===== config.mk =====
export PLATFORM = sky130hd
export DESIGN_NAME = shift_add_mult_flat
export DESIGN_NICKNAME = d
export VERILOG_FILES = /design/src/rtl/shift_add_mult_pkg.sv /design/src/rtl/shift_add_mult_if.sv /design/src/rtl/shift_add_mult_add_nbit.sv /design/src/rtl/shift_add_mult.sv /design/src/flat_wrapper.sv
export SDC_FILE = /design/constraint.sdc
export NUM_CORES = 1
export LEC_CHECK = 0
export CAP_MARGIN = 20
export CORE_MARGIN = 10
export CORE_UTILIZATION = 45
export CTS_CLUSTER_DIAMETER = 30
export DETAILED_ROUTE_END_ITERATION = 12
export PLACE_DENSITY = 0.73
export SLEW_MARGIN = 40
export SYNTH_ARGS = -nofsm -noshare
export SYNTH_HDL_FRONTEND = slang
export SYNTH_SLANG_ARGS = --single-unit

===== constraint.sdc =====
create_clock -name clk -period 2.3 [get_ports clk]
set_clock_uncertainty 0.05 [all_clocks]
set_input_delay 0.575 -clock clk [delete_from_list [all_inputs] [get_ports clk]]
set_output_delay 0.575 -clock clk [all_outputs]
set_load 0.05 [all_outputs]

===== src/rtl/shift_add_mult_pkg.sv =====
// Shared definitions for the shift-and-add multiplier slice.
//   state_t : FSM encoding (IDLE / RUN / DONE)
//   MULT_N  : default operand width
package mult_pkg;

  typedef enum logic [1:0] {
    IDLE = 2'b00,
    RUN  = 2'b01,
    DONE = 2'b10
  } state_t;

  localparam int MULT_N = 4;

endpackage


===== src/rtl/shift_add_mult_if.sv =====
// Handshake/operand bundle for shift_add_mult.
//   start : request from the requester, sampled by the unit only in IDLE
//   A, B  : N-bit multiplicand / multiplier
//   busy  : unit is iterating
//   done  : one-cycle pulse, P valid
//   P     : 2N-bit product, held until the next done
// master = requester side, slave = multiplier side.
interface shift_add_mult_if
  import mult_pkg::*;
#(
  parameter int N = MULT_N
) ();

  logic           start;
  logic [N-1:0]   A;
  logic [N-1:0]   B;
  logic           busy;
  logic           done;
  logic [2*N-1:0] P;

  modport master (
    output start, A, B,
    input  busy, done, P
  );

  modport slave (
    input  start, A, B,
    output busy, done, P
  );

endinterface


===== src/rtl/shift_add_mult_add_nbit.sv =====
// Combinational N-bit ripple-carry adder built from single-bit full adders.
//   A, B : N-bit addends
//   Cin  : carry in
//   Z    : N-bit sum
//   Cout : carry out of the top bit
module full_adder (
  input  logic a,
  input  logic b,
  input  logic ci,
  output logic s,
  output logic co
);

  assign s  = a ^ b ^ ci;
  assign co = (a & b) | (ci & (a ^ b));

endmodule

module add_nbit
  import mult_pkg::*;
#(
  parameter int N = MULT_N
) (
  input  logic [N-1:0] A,
  input  logic [N-1:0] B,
  input  logic         Cin,
  output logic [N-1:0] Z,
  output logic         Cout
);

  // carry[i] feeds bit i; carry[N] is the final carry out
  logic [N:0] carry;

  assign carry[0] = Cin;

  for (genvar i = 0; i < N; i++) begin : g_bit
    full_adder u_fa (
      .a  (A[i]),
      .b  (B[i]),
      .ci (carry[i]),
      .s  (Z[i]),
      .co (carry[i+1])
    );
  end

  assign Cout = carry[N];

endmodule


===== src/rtl/shift_add_mult.sv =====
// Sequential N x N unsigned multiplier using a shift-and-add loop around a
// single N-bit ripple adder. One operation takes N RUN cycles followed by a
// one-cycle DONE pulse.
//   clk   : rising-edge clock
//   rst_n : asynchronous active-low reset
//   bus   : slave side of shift_add_mult_if (start, A, B, busy, done, P)
module shift_add_mult
  import mult_pkg::*;
#(
  parameter int N = MULT_N
) (
  input  logic              clk,
  input  logic              rst_n,
  shift_add_mult_if.slave   bus
);

  localparam int CW = (N > 1) ? $clog2(N) : 1;

  state_t         state, state_nxt;
  logic [N-1:0]   mcand;
  logic [2*N-1:0] acc;
  logic [CW-1:0]  count;
  logic [2*N-1:0] p_q;

  logic [N-1:0]   add_b;
  logic [N-1:0]   sum;
  logic           cout;
  logic [2*N-1:0] acc_nxt;
  logic           last_iter;

  // Multiplier bit for this iteration sits in acc[0]; it gates the multiplicand.
  assign add_b = acc[0] ? mcand : '0;

  add_nbit #(.N(N)) u_add (
    .A    (acc[2*N-1:N]),
    .B    (add_b),
    .Cin  (1'b0),
    .Z    (sum),
    .Cout (cout)
  );

  // Keep the carry: the (N+1)-bit sum drops into the top while the whole
  // accumulator shifts right by one.
  assign acc_nxt   = {cout, sum, acc[N-1:1]};
  assign last_iter = (count == CW'(N - 1));

  always_comb begin
    state_nxt = state;
    case (state)
      IDLE:    if (bus.start) state_nxt = RUN;
      RUN:     if (last_iter) state_nxt = DONE;
      DONE:    state_nxt = IDLE;
      default: state_nxt = IDLE;
    endcase
  end

  always_ff @(posedge clk or negedge rst_n) begin
    if (!rst_n) begin
      state <= IDLE;
      mcand <= '0;
      acc   <= '0;
      count <= '0;
      p_q   <= '0;
    end else begin
      state <= state_nxt;
      case (state)
        IDLE: begin
          if (bus.start) begin
            mcand <= bus.A;
            acc   <= {{N{1'b0}}, bus.B};
            count <= '0;
          end
        end
        RUN: begin
          acc   <= acc_nxt;
          count <= count + CW'(1);
          if (last_iter) p_q <= acc_nxt;
        end
        default: ;
      endcase
    end
  end

  assign bus.busy = (state == RUN);
  assign bus.done = (state == DONE);
  assign bus.P    = p_q;

endmodule


===== src/flat_wrapper.sv =====
// flat-port wrapper written by rule: the top's interface ports become plain ports
module shift_add_mult_flat import mult_pkg::*;
#(
  parameter int N = MULT_N
)
  (clk, rst_n, bus_start, bus_A, bus_B, bus_busy, bus_done, bus_P);
  shift_add_mult_if #(.N(N)) bus_i ();
  input  logic clk;
  input  logic rst_n;
  input wire logic [$bits(bus_i.start)-1:0] bus_start;
  input wire logic [$bits(bus_i.A)-1:0] bus_A;
  input wire logic [$bits(bus_i.B)-1:0] bus_B;
  output wire logic [$bits(bus_i.busy)-1:0] bus_busy;
  output wire logic [$bits(bus_i.done)-1:0] bus_done;
  output wire logic [$bits(bus_i.P)-1:0] bus_P;
  assign bus_i.start = bus_start;
  assign bus_i.A = bus_A;
  assign bus_i.B = bus_B;
  assign bus_busy = bus_i.busy;
  assign bus_done = bus_i.done;
  assign bus_P = bus_i.P;
  shift_add_mult #(.N(N)) u_core (.clk(clk), .rst_n(rst_n), .bus(bus_i));
endmodule

==> flow_metrics.py <==
metrics = {
    "routing": {
        "drt-total-wl_mm": 2.04,
        "drt_pass1_iterations": 4,
        "drt-wirelength-per-cell_um": 15.0,
        "drt-initial-drc-count": 29,
        "drc": 0,
        "vias_per_cell": 5.17,
        "num_vias": 703,
        "detail-route-antenna-nets": 0,
    },
    "logic_synthesis": {
        "yosys_warnings": 0,
        "synth_top_area_frac": 0.525,
        "syn_area_um2": 1140,
        "postSynthAreaPerCell_um2": 13.9,
        "synthCells": 82,
        "synth_area_leaders": "dfrtp_1 (53%), mux2_4 (7.9%), fa_1 (5.3%)",
        "yosysUniqueCellTypes": 26,
        "ys_seq_area_frac": 0.525,
        "syn_nets": 98,
        "yosys.area.top_type": "dfrtp_1",
        "synth.ff_latch_count": 24,
    },
    "clock_network": {
        "clk_pin_slew_ps": 130,
        "cts_tree": "done",
        "cts_buffer_depth": 2,
        "clkLatencyLatePin_ps": 310,
        "cts_sinks": 24,
        "post_cts_buffers": 0,
        "cts_buffers": 3,
        "htreeDepth": 1,
        "clock-root-buffer": "clkbuf_4",
    },
    "sta": {
        "hold_viol_final": 0,
        "period_share": 0.980,
        "min_period_ps": 2250,
        "rsz0062_at_grt": "true",
        "fmax_ghz": 0.444,
        "setup_viol": 0,
        "max-slew-margin-rel": 0.663,
        "worst_pin_slew_ps": 504,
        "holdWs_ps": 455,
        "maxSlewViolCount": 0,
    },
    "worst_setup_path": {
        "critPathCaptureType": "flop",
        "cp.required_ps": 2450,
        "cp.arrival_ps": 2410,
        "rr_worst_depth": 8,
        "critPathLaunchType": "flop",
        "path_max_fanout": 2,
        "r2r_slack_ps": 50,
        "crit_type": "flop to flop",
        "r2r-end": "u_core.bus.P[6]$_DFFE_PN0P_",
        "reg2reg_from": "u_core.acc[0]$_DFFE_PN0P_",
    },
    "final_layout": {
        "multi_input_area_um2": 473,
        "syn2layout_area_growth_pct": 23.9,
        "final_nets": 124,
        "ff_latch_area_um2": 601,
        "antenna_cells": 0,
        "fin_util": 0.577,
        "fill_cells": 210,
        "drive_above_1_share": 0.264,
        "finalInstanceArea_um2": 1420,
    },
    "hold_path": {
        "min_from": "u_core.count[0]$_DFFE_PN0P_",
        "hp-class": "flop to flop",
        "holdPathEnd": "u_core.count[0]$_DFFE_PN0P_",
        "hold_depth": 1,
    },
    "global_route": {
        "antenna_found_initial": 0,
        "gr-total-overflow": 0,
        "grt_pass1_wl_mm": 3.53,
        "grt_pass1_vias": 751,
        "grt_max_degree": 25,
        "track_usage": 0.0868,
    },
    "floorplanning": {
        "chipHeight_um": 70.4,
        "io_pins": 21,
        "dieArea_um2": 4960,
        "core_um2": 2450,
        "start_util": 0.466,
        "rows": 18,
        "chipWidth_um": 70.4,
    },
    "run_status": {
        "status": "complete, no violations",
    },
    "pwr": {
        "p_total_mw": 2.21,
        "power_density_nw_per_um2": 1560,
        "ir_drop_v": 0.00110,
        "p_leak_nw": 0.672,
    },
    "place": {
        "io_buffer_count": 20,
        "hpwl_mm": 1.56,
        "gp_congestion": 0.796,
        "dpl_cell_area_um2": 1390,
    },
    "run": {
        "drv_cap": 0,
    },
}
[cells in the final DEF (no fill, tap or decap), drive strengths merged]
cell           synthesis  layout
a211oi                 1       1
a21oi                  1       1
a221oi                 3       3
a22o                   3       3
and2                   2       2
buf                    3       6
clkbuf                 0       3
clkdlybuf4s50          0      18
dfrtp                 24      24
fa                     3       3
ha                     2       2
inv                   12      12
mux2                  10      10
mux2i                  3       3
nand2                  2       2
nand3b                 1       1
nor2b                  1       1
nor3b                  2       2
nor4b                  4       4
o21ba                  1       1
o21bai                 1       1
o22ai                  1       1
o2bb2ai                1       1
or2b                   1       1
[per-layer routing]
layer | wire [µm] | vias to the layer above | share of wire | track usage
li1 | - | 334 | - | -
met1 | 903 | 353 | 0.44 | 0.0974
met2 | 964 | 12 | 0.47 | 0.141
met3 | 122 | 4 | 0.060 | 0.0339
met4 | 44 | 0 | 0.022 | 0.0395
met5 | 0 | - | 0 | 0
[logic make-up after synthesis]
group	Yosys count	synth area share
muxes	13	0.144
AOI/OAI and AO/OA	12	0.0886
DFF	24	0.525
and+or+nand+nor	13	0.102
adders and majority gates	5	0.0744
buffers and inverters	15	0.0656
[metrics by stage]
| step | setup TNS (ps) | cells | setup slack, ps |
|---|---|---|---|
| finish | 0 | 136 | 46.4 |
| global placement | 0 | 133 | 24.5 |
| floorplan | 0 | 82 | 7.07 |
| CTS | 0 | 136 | 4.19 |
| global route | -48.1 | 136 | -48.1 |
| detailed placement | -46.7 | 133 | -46.7 |
[synth_stat cells (all sizes together)]
cell and count:
a211oi 1, a21oi 1, a221oi 3, a22o 3, and2 2, buf 3, dfrtp 24, fa 3
ha 2, inv 12, mux2 10, mux2i 3, nand2 2, nand3b 1, nor2b 1, nor3b 2
nor4b 4, o21ba 1, o21bai 1, o22ai 1, o2bb2ai 1, or2b 1
[flip-flops by register name (all words and copies together), names as in the netlist]
| register | cells |
|---|---|
| u_core.acc | 8 |
| u_core.bus.P | 8 |
| u_core.count | 2 |
| u_core.mcand | 4 |
| u_core.state | 2 |
[timing repair]
action	4_1_cts	5_1_grt
resized for setup	2	1
hold buffers	0	0
pin swaps	2	1
endpoints found under the setup margin	1	2
[critical path, cell delays in order (launching register included)]
cell	delay [ps]
dfrtp_1	370
and2_1	130
ha_1	130
inv_1	50
fa_2	330
fa_2	340
inv_2	60
fa_1	420
mux2_4	280
[worst max-delay path by stage]
stage                                startpoint                     endpoint  slack (ps)  cells past startpoint
floorplan             u_core.acc[0]$_DFFE_PN0P_  u_core.bus.P[6]$_DFFE_PN0P_           7                      8
global placement    u_core.mcand[0]$_DFFE_PN0P_  u_core.bus.P[6]$_DFFE_PN0P_          20                      8
detailed placement    u_core.acc[0]$_DFFE_PN0P_  u_core.bus.P[6]$_DFFE_PN0P_         -50                      8
CTS                   u_core.acc[0]$_DFFE_PN0P_  u_core.bus.P[6]$_DFFE_PN0P_           4                      8
global route          u_core.acc[0]$_DFFE_PN0P_  u_core.bus.P[6]$_DFFE_PN0P_         -50                      8
finish                u_core.acc[0]$_DFFE_PN0P_  u_core.bus.P[6]$_DFFE_PN0P_          50                      8
[layout make-up]
class | instances | share of cell area
Clock buffer | 3 | 0.0159
Inverter | 12 | 0.0318
Multi-Input combinational cell | 43 | 0.334
Sequential cell | 24 | 0.424
Tap cell | 30 | 0.0265
Timing Repair Buffer | 24 | 0.168
[power breakdown]
group	total (mW)	internal (mW)	switching [mW]
clock	0.180	0.0612	0.119
sequential	0.751	0.629	0.122
combinational	1.28	0.591	0.691
total	2.21	1.28	0.932
No activity file was read; power rests on OpenSTA's default activity.
